**config.mk**
```make
export PLATFORM = sky130hd
export DESIGN_NAME = alu_cmd_sequencer
export DESIGN_NICKNAME = d
export VERILOG_FILES = /design/src/rtl/alu_cmd_sequencer.sv
export SDC_FILE = /design/constraint.sdc
export NUM_CORES = 1
export LEC_CHECK = 0
export ABC_CLOCK_PERIOD_IN_PS = 3270
export BUFFER_PORTS_ARGS = -buffer_cell sky130_fd_sc_hd__buf_2
export CAP_MARGIN = 20
export CORE_MARGIN = 3
export CORE_UTILIZATION = 50
export DETAILED_ROUTE_END_ITERATION = 12
export PLACE_DENSITY = 0.89
export SYNTH_ARGS = -nofsm -noshare
export SYNTH_HDL_FRONTEND = slang
export SYNTH_SLANG_ARGS = --single-unit
```
**constraint.sdc**
```tcl
create_clock -name clk -period 3.27 [get_ports clk]
set_input_delay 0.1635 -clock clk [delete_from_list [all_inputs] [get_ports clk]]
set_output_delay 0.1635 -clock clk [all_outputs]
set_load 0.005 [all_outputs]
```
**src/rtl/alu_cmd_sequencer.sv**
```systemverilog
// Command sequencer for a multi-cycle ALU datapath: accepts a host command, streams operands,
// launches the operation and holds the response. Optional watchdog enabled by ALU_SEQ_TIMEOUT_EN.
module alu_cmd_sequencer #(
  parameter int DATA_WIDTH     = 8,
  parameter int TIMEOUT_CYCLES = 16
) (
  input  logic                  clk,
  input  logic                  rst_n,
  input  logic                  cmd_valid,
  output logic                  cmd_ready,
  input  logic [1:0]            cmd_op,
  input  logic [DATA_WIDTH-1:0] cmd_a,
  input  logic [DATA_WIDTH-1:0] cmd_b,
  output logic                  rsp_valid,
  input  logic                  rsp_ready,
  output logic [DATA_WIDTH-1:0] rsp_result,
  output logic                  rsp_overflow,
  output logic                  rsp_timeout,
  output logic [DATA_WIDTH-1:0] alu_data,
  output logic [1:0]            opcode_value,
  output logic                  store_a,
  output logic                  store_b,
  output logic                  start,
  input  logic                  alu_done,
  input  logic [DATA_WIDTH-1:0] result,
  input  logic                  overflow,
  output logic                  busy
);

  typedef enum logic [2:0] {
    S_IDLE,
    S_LOAD_A,
    S_LOAD_B,
    S_START,
    S_WAIT,
    S_RESP
  } state_t;

  if (TIMEOUT_CYCLES < 2 || TIMEOUT_CYCLES > 255) begin : g_bad_timeout
    $error("TIMEOUT_CYCLES must lie in 2..255");
  end

  state_t                state_q, state_d;
  logic [1:0]            op_q, op_d;
  logic [DATA_WIDTH-1:0] a_q, a_d;
  logic [DATA_WIDTH-1:0] b_q, b_d;
  logic [DATA_WIDTH-1:0] res_q, res_d;
  logic                  ovf_q, ovf_d;

`ifdef ALU_SEQ_TIMEOUT_EN
  localparam logic [7:0] TIMEOUT_LAST = 8'(TIMEOUT_CYCLES - 1);
  logic [7:0]            cnt_q, cnt_d;
  logic                  tmo_q, tmo_d;
`endif

  always_comb begin
    // NOTE: every signal written here gets a default first, so no path can infer a latch.
    state_d      = state_q;
    op_d         = op_q;
    a_d          = a_q;
    b_d          = b_q;
    res_d        = res_q;
    ovf_d        = ovf_q;
    cmd_ready    = 1'b0;
    rsp_valid    = 1'b0;
    store_a      = 1'b0;
    store_b      = 1'b0;
    start        = 1'b0;
    alu_data     = '0;
    opcode_value = 2'b00;
    rsp_timeout  = 1'b0;
`ifdef ALU_SEQ_TIMEOUT_EN
    cnt_d        = 8'd0;
    tmo_d        = tmo_q;
`endif

    unique case (state_q)
      S_IDLE: begin
        // Reset held low keeps the handshake closed even though the state is IDLE.
        cmd_ready = rst_n;
        if (cmd_valid && rst_n) begin
          state_d = S_LOAD_A;
          op_d    = cmd_op;
          a_d     = cmd_a;
          b_d     = cmd_b;
        end
      end
      S_LOAD_A: begin
        store_a      = 1'b1;
        alu_data     = a_q;
        opcode_value = op_q;
        state_d      = S_LOAD_B;
      end
      S_LOAD_B: begin
        store_b      = 1'b1;
        alu_data     = b_q;
        opcode_value = op_q;
        state_d      = S_START;
      end
      S_START, S_WAIT: begin
        start        = 1'b1;
        opcode_value = op_q;
        state_d      = S_WAIT;
        if (alu_done) begin
          state_d = S_RESP;
          res_d   = result;
          // Only ADD/SUB (op[1]==0) produce a meaningful carry/borrow.
          ovf_d   = overflow & ~op_q[1];
`ifdef ALU_SEQ_TIMEOUT_EN
          tmo_d   = 1'b0;
        end else if (cnt_q == TIMEOUT_LAST) begin
          state_d = S_RESP;
          res_d   = '0;
          ovf_d   = 1'b0;
          tmo_d   = 1'b1;
        end else begin
          cnt_d   = cnt_q + 8'd1;
`endif
        end
      end
      S_RESP: begin
        rsp_valid = 1'b1;
        if (rsp_ready) begin
          state_d = S_IDLE;
        end
      end
      default: state_d = S_IDLE;
    endcase

    busy         = (state_q != S_IDLE);
    rsp_result   = (state_q == S_RESP) ? res_q : '0;
    rsp_overflow = (state_q == S_RESP) & ovf_q;
`ifdef ALU_SEQ_TIMEOUT_EN
    rsp_timeout  = (state_q == S_RESP) & tmo_q;
`endif
  end

  // NOTE: state registers use non-blocking assignments so every flop samples pre-edge values.
  always_ff @(posedge clk or negedge rst_n) begin
    if (!rst_n) begin
      state_q <= S_IDLE;
      op_q    <= 2'b00;
      a_q     <= '0;
      b_q     <= '0;
      res_q   <= '0;
      ovf_q   <= 1'b0;
`ifdef ALU_SEQ_TIMEOUT_EN
      cnt_q   <= 8'd0;
      tmo_q   <= 1'b0;
`endif
    end else begin
      state_q <= state_d;
      op_q    <= op_d;
      a_q     <= a_d;
      b_q     <= b_d;
      res_q   <= res_d;
      ovf_q   <= ovf_d;
`ifdef ALU_SEQ_TIMEOUT_EN
      cnt_q   <= cnt_d;
      tmo_q   <= tmo_d;
`endif
    end
  end

endmodule

```
# After elaboration in Yosys (flattened, before gate mapping)
# Cells that the tools add are included.
[totals] ff_bits=30 input_bits=32 wordCells=36
[classes] n_eq_ne=7 mux=12 n_bitwise=3 n_reduce_logical=8
[op_table] op="$pmux 8 s2" n=1
[op_table] op="$pmux 3 s5" n=1
[op_table] op="$mux 8" n=1
[op_table] op="$eq 3x2->1 const B" n=2
[op_table] op="$eq 3x3->1 const B" n=2
[op_table] op="$mux 1" n=6
[op_table] op="$mux 3" n=2
[op_table] op="$reduce_and 2->1" n=3
[op_table] op="$ne 2x2->1 const B" n=2
[op_table] op="$reduce_or 4->1" n=1
[op_table] op="$eq 3x1->1 const B" n=1
[op_table] op="$logic_not 3->1" n=1
[op_table] op="$reduce_bool 3->1" n=1
[op_table] op="$and 1x1->1" n=2
[op_table] op="$mux 2" n=1
[op_table] op="$reduce_or 2->1" n=1
[op_table] op="$logic_and 1x1->1" n=1
[op_table] op="$not 1->1" n=1

# Longest topological paths before layout
[depth] word_depth=3 ltp_mapped=6

# Least setup slack after synthesis
# No wires, ideal clock.
[synth_timing] kind="register to register" from="reg state_q[2]" to="reg a_q[1]" setup_time_ps=125 arrival_time_ps=1609 t_required_ps=3145 slack_ps=1536 stages_incl_launch_ff=7 synth_period_minus_slack_ps=1734 path_cell_list="dfrtp_1 buf_6 or3_1 buf_6 nor2_8 buf_12 mux2_4"
[synth_via] elab_chain_cells=2
[synth_rtl] item="start: declaration" line_no="43" rtl="state_t state_q, state_d;"
[synth_rtl] item="start signal: assignment" line_no="152" rtl="state_q <= state_d;"
[synth_rtl] item="$logic_not 3->1" line_no="77" rtl="unique case (state_q)"
[synth_rtl] item="$reduce_and 2->1 (no line)"
[synth_rtl] item="end signal: assignment" line_no="143" rtl="a_q <= '0;"
[synth_rtl] item="end signal: assignment" line_no="154" rtl="a_q <= a_d;"
[synth_rtl] item="end: declaration" line_no="45" rtl="logic [DATA_WIDTH-1:0] a_q, a_d;"
# Every way passes these cells.
# A chain may end at the register's enable or synchronous reset.

# Worst setup path in the final report
[layout_timing] from="reg state_q[0]" to="out alu_data[5]"
[layout_via] elab_chain_cells=2 word_cells_on_any_way=3 cone_classes="2 x eq/ne; 1 x mux"
[layout_rtl] item="$eq 3x2->1 or $eq 3x1->1 (tied branches)" line_no="77"
[layout_rtl] item="$pmux 8 s2 (*)" line_no="77"
[layout_rtl] item="end: declaration" line_no="19" rtl="output logic [DATA_WIDTH-1:0] alu_data,"
# Mark *: on every way between the ends. The rest lies on a longest branch, timed or not.

==> results.sh <==
export IMPL_clock_root_buffer="clkbuf_4"
export IMPL_synth_flop_cell="dfrtp_1"
export IMPL_grt_pass1_wl_um=4685
export IMPL_power_density_mw_per_mm2=848.5
export IMPL_synth_top_area_share_pct=51.41
export IMPL_first_iter_violations=25
export IMPL_cts_made_buffers=5
export IMPL_ios=58
export IMPL_antenna_found_initial=0
export IMPL_criticalPathCategory="reg -> out"
export IMPL_synth_common_cells="dfrtp_1, mux2_2, mux2_4"
export IMPL_syn_inst=105
export IMPL_start_util_pct=55.41
export IMPL_drv_cap=0
export IMPL_whs_ns=0.06720
export IMPL_crit_fanout=10
export IMPL_dieArea_mm2=0.003605
export IMPL_cts_resized=0
export IMPL_grt_overflow=0
export IMPL_peakVddDrop_v=0.0005313
export IMPL_vias_per_cell=5.194
export IMPL_diodes=0
export IMPL_hold_class="in -> reg"
export IMPL_grt_max_degree=33
export IMPL_outcome="complete, no violations"
export IMPL_fin_crit_sh_pct=62.37
export IMPL_setup_viol=0
export IMPL_setup_ws_ns=1.231
export IMPL_path_cells="inv_1, nor3_2, a22o_1, buf_2"
export IMPL_crit_required_ns=3.11
export IMPL_pre_cts_ws_ns=1.398
export IMPL_fp_dieW_um=60.04
export IMPL_gp_congestion=0.7185
export IMPL_cpMaxStageDelayCell="nor3_2"
export IMPL_drive_gt1_share_pct=57.83
export IMPL_fin_crit_ns=2.040
export IMPL_max_freq_ghz=0.4903
export IMPL_cts_tree="done"
export IMPL_tns_ns=0
export IMPL_nNetsFinal=197
export IMPL_grt_total_usage_pct=17.72
export IMPL_tightest_slew_ns=0.6912
export IMPL_grt_busiest_layer="met2"
export IMPL_end_kind="output pin"
export IMPL_clkTransAtPathRegs_ns=0.10
export IMPL_synth_top_cell_by_area="dfrtp_1"
export IMPL_cts_sinks=30
export IMPL_grtUsageMet1_pct=21.34
export IMPL_hold_viol=0
export IMPL_slew_headroom_pct=53.67
export IMPL_worst_path_largest_cell_delay_ns=0.55
export IMPL_synth_edf_count=0
export IMPL_yosysMostFrequentCell="dfrtp_1"
export IMPL_hold_depth=2
export IMPL_async_reset_ff_share_pct=100.0
export IMPL_synth_fp_nets=137
export IMPL_die_h_um=60.04
export IMPL_vias=1018
export IMPL_port_buffers=56
export IMPL_fin_skew_ns=0.01902
export IMPL_rows=18
export IMPL_met3_usage_pct=3.888
export IMPL_clk_latency_ns=0.32
export IMPL_fill_cells=201
export IMPL_routed_wl_um=2855
export IMPL_ys_warn_count=0
export IMPL_wl_per_cell_um=14.57
export IMPL_final_max_slew_viol_count=0
export IMPL_place_hpwl_um=2142
export IMPL_ys_ff_latch=30
export IMPL_htreeDepth=2
export IMPL_ys_types=29
export IMPL_p_leak_nw=0.9400
export IMPL_coreArea_mm2=0.002635
export IMPL_r2r_cells=3
export IMPL_start_kind="flop"
export IMPL_detail_route_antenna_nets=0
export IMPL_critical_path_arrival_ns=1.88
export IMPL_rsz0062_at_grt="false"
export IMPL_use_met2_pct=29.48
export IMPL_clockBufferDepth=2
export IMPL_syn_avg_cell_area_um2=13.91
export IMPL_synth_area_top_cells="dfrtp_1, mux2_2, mux2_4"
export IMPL_grt_pass1_vias=1020
export IMPL_area_growth_pct=23.31
export IMPL_syn_cell_area_mm2=0.001460
export IMPL_first_pass_iters=5
export IMPL_drc_errors=0
export IMPL_yosysSeqAreaShare_pct=51.41
## report_power, final
part	leakage (nW)	switching [mW]	internal (mW)
Sequential	0.360	0.118	0.557
Combinational	0.545	0.252	0.379
Clock	0.0353	0.118	0.104
## layer usage
layer,wire length [µm],up-vias,share of wire [%]
met4,34,0,1.2
li1,-,490,-
met1,1187,493,42
met2,1505,31,53
met3,128,4,4.5
met5,0,-,0
## timing repair
action / CTS / global route
endpoints found under the hold margin: 30 / 0
setup buffers: 0 / 0
hold buffers: 1 / 0
## flip-flops by register name, indices dropped and copies added (netlist names)
register  flops
a_q           8
state_q       3
b_q           8
ovf_q         1
res_q         8
op_q          2
## through the flow
stage | area [µm²] | power [mW] | util [%] | cells
after global routing | 1800 | 1.643 | 68.33 | 196
final | 1800 | 1.528 | 68.33 | 196
after global placement | 1730 | 1.283 | 65.67 | 187
after detailed placement | 1730 | 1.319 | 65.67 | 187
after CTS | 1800 | 1.543 | 68.33 | 196
after floorplan | 1460 | 1.134 | - | 105
## critical path, delay by kind of cell, from the launching register on
family	cells	cell delay, ns
flip-flops	1	0.52
buffers and inverters	2	0.25
AO/OA/AOI/OAI	1	0.24
AND/OR/NAND/NOR	1	0.55
## cell type report
cell class	count	area [µm²]	area share [%]
Sequential cell	30	750.7	41.70
Multi-Input combinational cell	68	646.9	35.93
Timing Repair Buffer	58	297.8	16.54
Clock buffer	7	55.05	3.058
Tap cell	30	37.54	2.085
Inverter	2	7.507	0.4170
Clock inverter	1	5.005	0.2780
## cell usage in the layout (no fill, tap or decap), drive strengths merged
cell,count
conb,1
or2b,1
o21ai,2
nand3b,1
nor2,3
or3b,1
nand2b,1
nor3,1
a2bb2oi,1
and3,2
mux2,27
clkinv,1
or3,1
o22ai,1
nand2,3
and2,9
inv,2
or2,1
dfrtp,30
buf,57
clkbuf,7
a21boi,1
a22o,8
dlygate4sd3,1
nor2b,1
o311ai,1
nor3b,1
## worst paths after layout
| kind | endpoint | slack [ns] | start |
|---|---|---|---|
| worst max-delay path | alu_data[5] | 1.23 | state_q[0] |
| worst min-delay path | res_q[5] | 0.07 | result[5] |
| worst max register to register | b_q[5] | 1.37 | state_q[2] |
| worst min register to register | res_q[6] | 0.50 | res_q[6] |
| max in group asynchronous | b_q[1] | 2.60 | rst_n |
| min in group asynchronous | res_q[5] | 0.37 | rst_n |
## kinds of logic (layout without fill, tap and decap cells)
family,after synthesis,in the layout,synth area share [%]
other,1,1,0.2568
buffers and inverters,7,68,4.284
multiplexers,27,27,23.39
AND/OR/NAND/NOR,26,26,12.25
AO/OA/AOI/OAI,14,14,8.398
flip-flops,30,30,51.41
No activity file was read; power rests on OpenSTA's default activity.
